<file path="src/rtl/reg_file_sb.sv">
// Integer register file with two combinational read ports, write-through bypass,
// and a per-register busy scoreboard for read-after-write hazard detection.
module reg_file_sb #(
  parameter int unsigned XLEN = 32,
  parameter int unsigned NREG = 32,
  localparam int unsigned AW  = $clog2(NREG)
) (
  input  logic            clk,
  input  logic            rst,
  input  logic [AW-1:0]   rs1,
  input  logic [AW-1:0]   rs2,
  output logic [XLEN-1:0] regout1,
  output logic [XLEN-1:0] regout2,
  input  logic [AW-1:0]   rd,
  input  logic [XLEN-1:0] write_data,
  input  logic            RegWrite,
  input  logic            issue_valid,
  input  logic [AW-1:0]   issue_rd,
  input  logic            flush,
  output logic            busy1,
  output logic            busy2,
  output logic [AW:0]     busy_count
);

  localparam int unsigned CW = AW + 1;

  logic [XLEN-1:0] regs [NREG];
  logic [NREG-1:0] busy;
  logic [NREG-1:0] busy_nxt;
  logic [CW-1:0]   busy_count_nxt;
  logic            wr_en;
  logic            wr_hit1;
  logic            wr_hit2;

  assign wr_en   = RegWrite && (rd != '0);
  assign wr_hit1 = RegWrite && (rd == rs1);
  assign wr_hit2 = RegWrite && (rd == rs2);

  // Read ports: x0 is zero, otherwise a same-cycle write-back is forwarded.
  always_comb begin
    regout1 = '0;
    if (rs1 != '0) regout1 = wr_hit1 ? write_data : regs[rs1];
  end

  always_comb begin
    regout2 = '0;
    if (rs2 != '0) regout2 = wr_hit2 ? write_data : regs[rs2];
  end

  // A write-back in flight resolves the hazard, so it masks the stored busy bit.
  assign busy1 = busy[rs1] && !wr_hit1 && (rs1 != '0);
  assign busy2 = busy[rs2] && !wr_hit2 && (rs2 != '0);

  // Scoreboard next state: flush beats issue, issue beats write-back clear.
  always_comb begin
    busy_nxt = busy;
    if (flush) begin
      busy_nxt = '0;
    end else begin
      if (RegWrite) busy_nxt[rd] = 1'b0;
      if (issue_valid) busy_nxt[issue_rd] = 1'b1;
    end
    busy_nxt[0] = 1'b0;
  end

  always_comb begin
    busy_count_nxt = '0;
    for (int unsigned i = 1; i < NREG; i++) begin
      busy_count_nxt = busy_count_nxt + CW'(busy_nxt[i]);
    end
  end

  always_ff @(posedge clk) begin
    if (rst) begin
      busy       <= '0;
      busy_count <= '0;
    end else begin
      busy       <= busy_nxt;
      busy_count <= busy_count_nxt;
    end
  end

  always_ff @(posedge clk) begin
    if (rst) begin
      for (int unsigned i = 0; i < NREG; i++) regs[i] <= '0;
    end else if (wr_en) begin
      regs[rd] <= write_data;
    end
  end

endmodule

</file>
<file path="config.mk">
export PLATFORM = sky130hd
export DESIGN_NAME = reg_file_sb
export DESIGN_NICKNAME = d
export VERILOG_FILES = /design/src/rtl/reg_file_sb.sv
export SDC_FILE = /design/constraint.sdc
export NUM_CORES = 2
export LEC_CHECK = 0
export CORE_ASPECT_RATIO = 1.75
export CORE_MARGIN = 1.5
export CORE_UTILIZATION = 43
export DETAILED_ROUTE_END_ITERATION = 7
export MAX_ROUTING_LAYER = met4
export PLACE_DENSITY = 0.58
export SYNTH_ARGS = -nofsm -noshare
export SYNTH_HDL_FRONTEND = slang
export SYNTH_SLANG_ARGS = --single-unit
</file>
<file path="constraint.sdc">
create_clock -name clk -period 8.8 [get_ports clk]
set_input_delay 1.76 -clock clk [delete_from_list [all_inputs] [get_ports clk]]
set_output_delay 1.76 -clock clk [all_outputs]
set_load 0.005 [all_outputs]
</file>
== Word-level counts from Yosys, hierarchy flattened ==
Memories as Yosys holds them, arrays and structs flattened.
Index checks and enable logic that the tools add are counted.
Storage, ports and cells
  flip-flop bits (word level): 38
  RAM bits: 1024
  input port bits: 57
  output and inout port bits: 72
  logic and storage cells: 84
  memories: 1
Cells by class
  add/subtract/negate cells: 30
  order comparisons: 6
  eq/ne operators: 2
  multiplexer cells: 24
  bitwise operators: 3
  reductions and logical operators: 15
Memory list
  regs: depth 32, width 32, read ports 2, clocked after memory_dff 0, write ports 32, line 27  | logic [XLEN-1:0] regs [NREG];
Operators by type and width (count)
  32-bit two-way mux: 9
  6-bit by 1-bit adder with 6-bit output: 25
  32-bit bitwise AND: 1
  32-bit NOT: 1
  32-bit OR: 1
  32-bit OR reduction: 1
  5-bit by 6-bit < comparator with 1-bit output, second input constant: 4
  5-bit nonzero test: 3
  1-bit binary-select mux with 5-bit select: 2
  1-bit demux with 5-bit select: 2
  5-bit == test: 2
  5-bit by 1-bit >= comparator with 1-bit output, second input constant: 2
  1-bit two-way mux: 10
  1-bit logical AND: 9
  5-bit by 1-bit adder with 6-bit output: 1
  4-bit by 1-bit adder with 5-bit output: 1
  5-bit two-way mux: 1
  3-bit by 1-bit adder with 4-bit output: 1
  2-bit by 1-bit adder with 3-bit output: 1
  1-bit by 1-bit adder with 2-bit output: 1
  1-bit zero test: 2

== Depth between registers and ports, before layout ==
  depth in word-level cells: 41
  gate-level depth with buffers: 22
  mapped depth without buffers: 21

== Least setup slack after synthesis ==
No wires, ideal clock.
  path kind: input-to-reg
  start point: input rd[2]
  end point: register busy_count[4]
  setup time: 0.127 ns
  data arrival time: 7.018 ns
  slack: 1.655 ns
  cell stages on the path: 19
  cells stage by stage: clkbuf_1 > or3b_2 > clkbuf_1 > o21ai_0 > a21oi_1 > fa_1 > inv_1 > fa_1 > fa_1 > fa_1 > fa_1 > fa_1 > fa_1 > inv_1 > fa_1 > a21o_1 > a21oi_1 > xor2_1 > nor2_1
Between the ends
  elaborated cells on any way between the ends: 42
RTL lines
  from (decl): line 14  | input logic [AW-1:0] rd,
  5-bit by 6-bit < comparator with 1-bit output (implied by the code) or 5-bit by 1-bit >= comparator with 1-bit output (tied branches): line 60  | if (RegWrite) busy_nxt[rd] = 1'b0;
  1-bit logical AND (implied by the code): line 60
  1-bit two-way mux (implied by the code): line 60
  1-bit demux with 5-bit select (*): line 60
  32-bit NOT (no source line) (*)
  32-bit bitwise AND (no source line) (*)
  32-bit two-way mux (*): line 60
  32-bit two-way mux (*): line 57  | if (flush) begin
  32-bit OR (no source line)
  32-bit two-way mux (*): line 61  | if (issue_valid) busy_nxt[issue_rd] = 1'b1;
  32-bit two-way mux (*): line 57
  named net busy_nxt[6]: line 29  | logic [NREG-1:0] busy_nxt;
  5-bit by 1-bit adder with 6-bit output (*): line 69  | busy_count_nxt = busy_count_nxt + CW'(busy_nxt[i]);
  6-bit by 1-bit adder with 6-bit output (*) (25 in a row): line 69
  to (signal assigned): line 79  | busy_count <= busy_count_nxt;
  to (decl): line 22  | output logic [AW:0] busy_count
The timed path passes the listed nets; every way through them passes the cells marked *. The select of a mux whose other input is x is not followed.
A chain may end at the register's enable or synchronous reset.

== Final worst setup path ==
  start point: input rd[4]
  end point: register busy_count[4]
Between the ends
  elaborated cells on any way between the ends: 42
RTL lines (line)
  5-bit by 6-bit < comparator with 1-bit output (implied by the code) or 5-bit by 1-bit >= comparator with 1-bit output (tied branches): 60
  1-bit logical AND (implied by the code): 60
  1-bit two-way mux (implied by the code): 60
  1-bit demux with 5-bit select (*): 60
  32-bit NOT (no source line) (*)
  32-bit bitwise AND (no source line) (*)
  32-bit two-way mux (*): 60
  32-bit two-way mux (*): 57
  32-bit OR (no source line)
  32-bit two-way mux (*): 61
  32-bit two-way mux (*): 57
  named net busy_nxt[24]: 29
  6-bit by 1-bit adder with 6-bit output (*) (8 in a row): 69
Marked as above.

==> flow_metrics.tcl <==
set metrics [dict create \
    insertion_delay_ns 0.73 \
    dp_hpwl_um 124000 \
    gp_congestion 0.899 \
    die_h_um 489 \
    finalNonFillerCells 5877 \
    syn_area_um2 58100 \
    yosys.area.top_type "edfxtp_1" \
    grt_pass1_wl_um 300000 \
    die_area_um2 137000 \
    grt-ovfl-total 0 \
    arrival_ns 8.02 \
    worstHoldPathCells 3 \
    core_um2 134000 \
    synthDistinctLibCells 64 \
    drc 0 \
    routed_wl_um 218000 \
    cp_max_fo 10 \
    grt_usage_pct 32.7 \
    io_pins 129 \
    cts.sinks 1061 \
    port_buffers 128 \
    synth_flop_cell "edfxtp_1" \
    hold_viol_final 0 \
    power_leakage_nw 21.9 \
    required_ns 9.38 \
    hold_path_class "reg2reg" \
    path_clk_slew_ns 0.06 \
    start_util_pct 43.3 \
    cp_cell_sequence "clkdlybuf4s50_1, nand3b_1, o21ai_0, a21oi_1, fa_1, inv_1, fa_1, inv_1, fa_1, inv_1, fa_1, fa_1, fa_1, fa_1, inv_1, fa_1, a21o_1, a21oi_1, xor2_1, nor2_1" \
    ys_ff_latch 1061 \
    chipWidth_um 281 \
    yosys_warnings 0 \
    vdd_drop_max_mv 0.151 \
    cap_violations 0 \
    grt_pass1_vias 38373 \
    cpMostUsedCell "fa_1" \
    setup_viol 0 \
    clockRootBuffer "clkbuf_16" \
    placed_cells 5677 \
    outcome "finished, final reports clean" \
    synth_edf_count 1024 \
    cts_made_buffers 101 \
    cp_slowest_cell "clkdlybuf4s50_1" \
    grt_max_degree 103 \
    post_cts_buffers 0 \
    cts-resized-gates 0 \
    num_rows 178 \
    worstMarginPinSlew_ns 1.31 \
    syn2layout_area_growth_pct 11.0 \
    fin_crit_sh_pct 84.6 \
    tritoncts "built" \
    synth_async_sr_flop_share_pct 0 \
    num_vias 38400 \
    slew_headroom_pct 12.6 \
    fillers 11455 \
    wl_per_cell_um 37.1 \
    rsz0062_at_grt "no" \
    antenna_found_initial 25 \
    drive_gt1_share_pct 22.5 \
    slew_viol_final 0 \
    drtIter0Drc 4853 \
    start_kind "input pin" \
    final_nets 4067 \
    cts_buffer_depth 3 \
    synth.avg_cell_area_um2 14.6 \
    slowest_delay_ns 0.72 \
    skew_ns 0.00940 \
    max_freq_ghz 0.134 \
    cts_hold_buffers 0 \
    ys_seq_area_share_pct 54.2 \
    crit_cells 20 \
    r2r_cells 17 \
    routed_via_density 6.53 \
    cp_num_buf_inv 5 \
    syn_inst 3991 \
    ant_nets 0 \
    critPathTopFamily "adder cells" \
    crit_type "in2reg" \
    drt_pass1_iterations 6 \
    final.setup.tns_ns 0 \
    end_kind "register" \
    synth_area_leaders "edfxtp_1 (53%), mux4_2 (19%), and2_1 (11%)" \
    cts_max_level 3 \
    layout_min_cycle_time_ns 7.44 \
    synth.top_cell.area_share_pct 52.9 \
    power_density_nw_per_um2 185 \
]
==> area by class of cell <==
type | count | area [um2] | area share, %
antenna | 16 | 40.0 | 0.0621
clock buffer | 135 | 2800 | 4.33
clock inverter | 49 | 395 | 0.613
inverter | 32 | 123 | 0.190
multi-input combinational | 2511 | 24900 | 38.7
sequential | 1061 | 31500 | 48.8
tap | 1800 | 2250 | 3.49
timing repair buffer | 273 | 2470 | 3.84
==> cell usage after synthesis, drive strengths merged (37+ instances only) <==
library cell and count:
nand2 143, edfxtp 1024, clkbuf 286, and2 1022, o21ai 55, o22ai 45, mux4 503, mux2i 129
nor2 91, a211oi 42, buf 132, dfxtp 37
==> flip-flops by register name, indices dropped and copies added (netlist names) <==
register    count
busy           31
busy_count      6
regs         1024
==> cell families (layout without fill, tap and decap cells) <==
group	after synthesis	after routing	synth area share, %
adder cells (fa/ha/maj)	30	30	0.943
other	1	48	0.00645
XOR/XNOR	13	13	0.196
multiplexers	656	656	22.2
AND/OR/NAND/NOR	1410	1410	14.2
buffers and inverters	450	489	3.69
flip-flops	1061	1061	54.2
AO/OA/AOI/OAI	370	370	4.63
==> layout by cell type, fill, tap and decap left out, drive strengths merged, types with 17 or more instances in the layout <==
cell and count:
mux4 503, o22ai 45, a32o 19, nor2b 34, a2111oi 17, clkinv 36, edfxtp 1024, or2 31
mux2 24, clkdlybuf4s50 118, a21o 18, a21oi 35, o21ai 55, a221oi 23, a211oi 42, fa 23
mux2i 129, nor2 91, buf 155, nor3 19, conb 32, clkbuf 135, and2 1022, dfxtp 37
inv 34, nand3 29, nand2 143
==> worst reg2reg max path, delay by kind of cell (launching register included) <==
kind | cells | cell delay, ns
AO/OA/AOI/OAI | 4 | 0.68
adder cells (fa/ha/maj) | 8 | 3.64
flip-flops | 1 | 0.38
XOR/XNOR | 1 | 0.16
AND/OR/NAND/NOR | 1 | 0.05
buffers and inverters | 3 | 0.17
==> where the power goes <==
| part | total, mW | internal [mW] | leakage (nW) | switching (mW) |
|---|---|---|---|---|
| clock | 4.40 | 2.38 | 1.56 | 2.02 |
| sequential | 5.94 | 5.81 | 10.0 | 0.136 |
| combinational | 1.60 | 0.680 | 10.3 | 0.923 |
==> worst paths after layout <==
kind | slack, ns | start | to
worst max register to register | 3.57 | busy[18] | busy_count[4]
worst max-delay path | 1.36 | rd[4] | busy_count[4]
worst min-delay path | 0.63 | busy[14] | busy[14]
worst min register to register | 0.63 | busy[14] | busy[14]
==> metal layers <==
metal	part of all wire [%]	global-route usage, %	up-vias
met5	0	-	-
met4	5.6	17.4	0
met3	8.9	5.14	628
met2	50	53.2	2425
met1	36	39.3	20166
li1	-	-	15181
==> stage by stage <==
stage | cell area [um2] | worst slack (ns) | utilization (%) | hold WS, ns | total power, mW
finish | 64500 | 1.36 | 48.0 | 0.630 | 11.9
detailed placement | 61300 | 0.633 | 45.6 | 0.616 | 7.62
global route | 64500 | 1.12 | 48.0 | 0.651 | 12.2
global placement | 61300 | 0.677 | 45.6 | 0.606 | 7.60
CTS | 64500 | 1.40 | 48.0 | 0.624 | 11.9
floorplan | 58200 | 1.65 | - | 0.572 | 6.93
No activity file was read; power rests on OpenSTA's default activity.
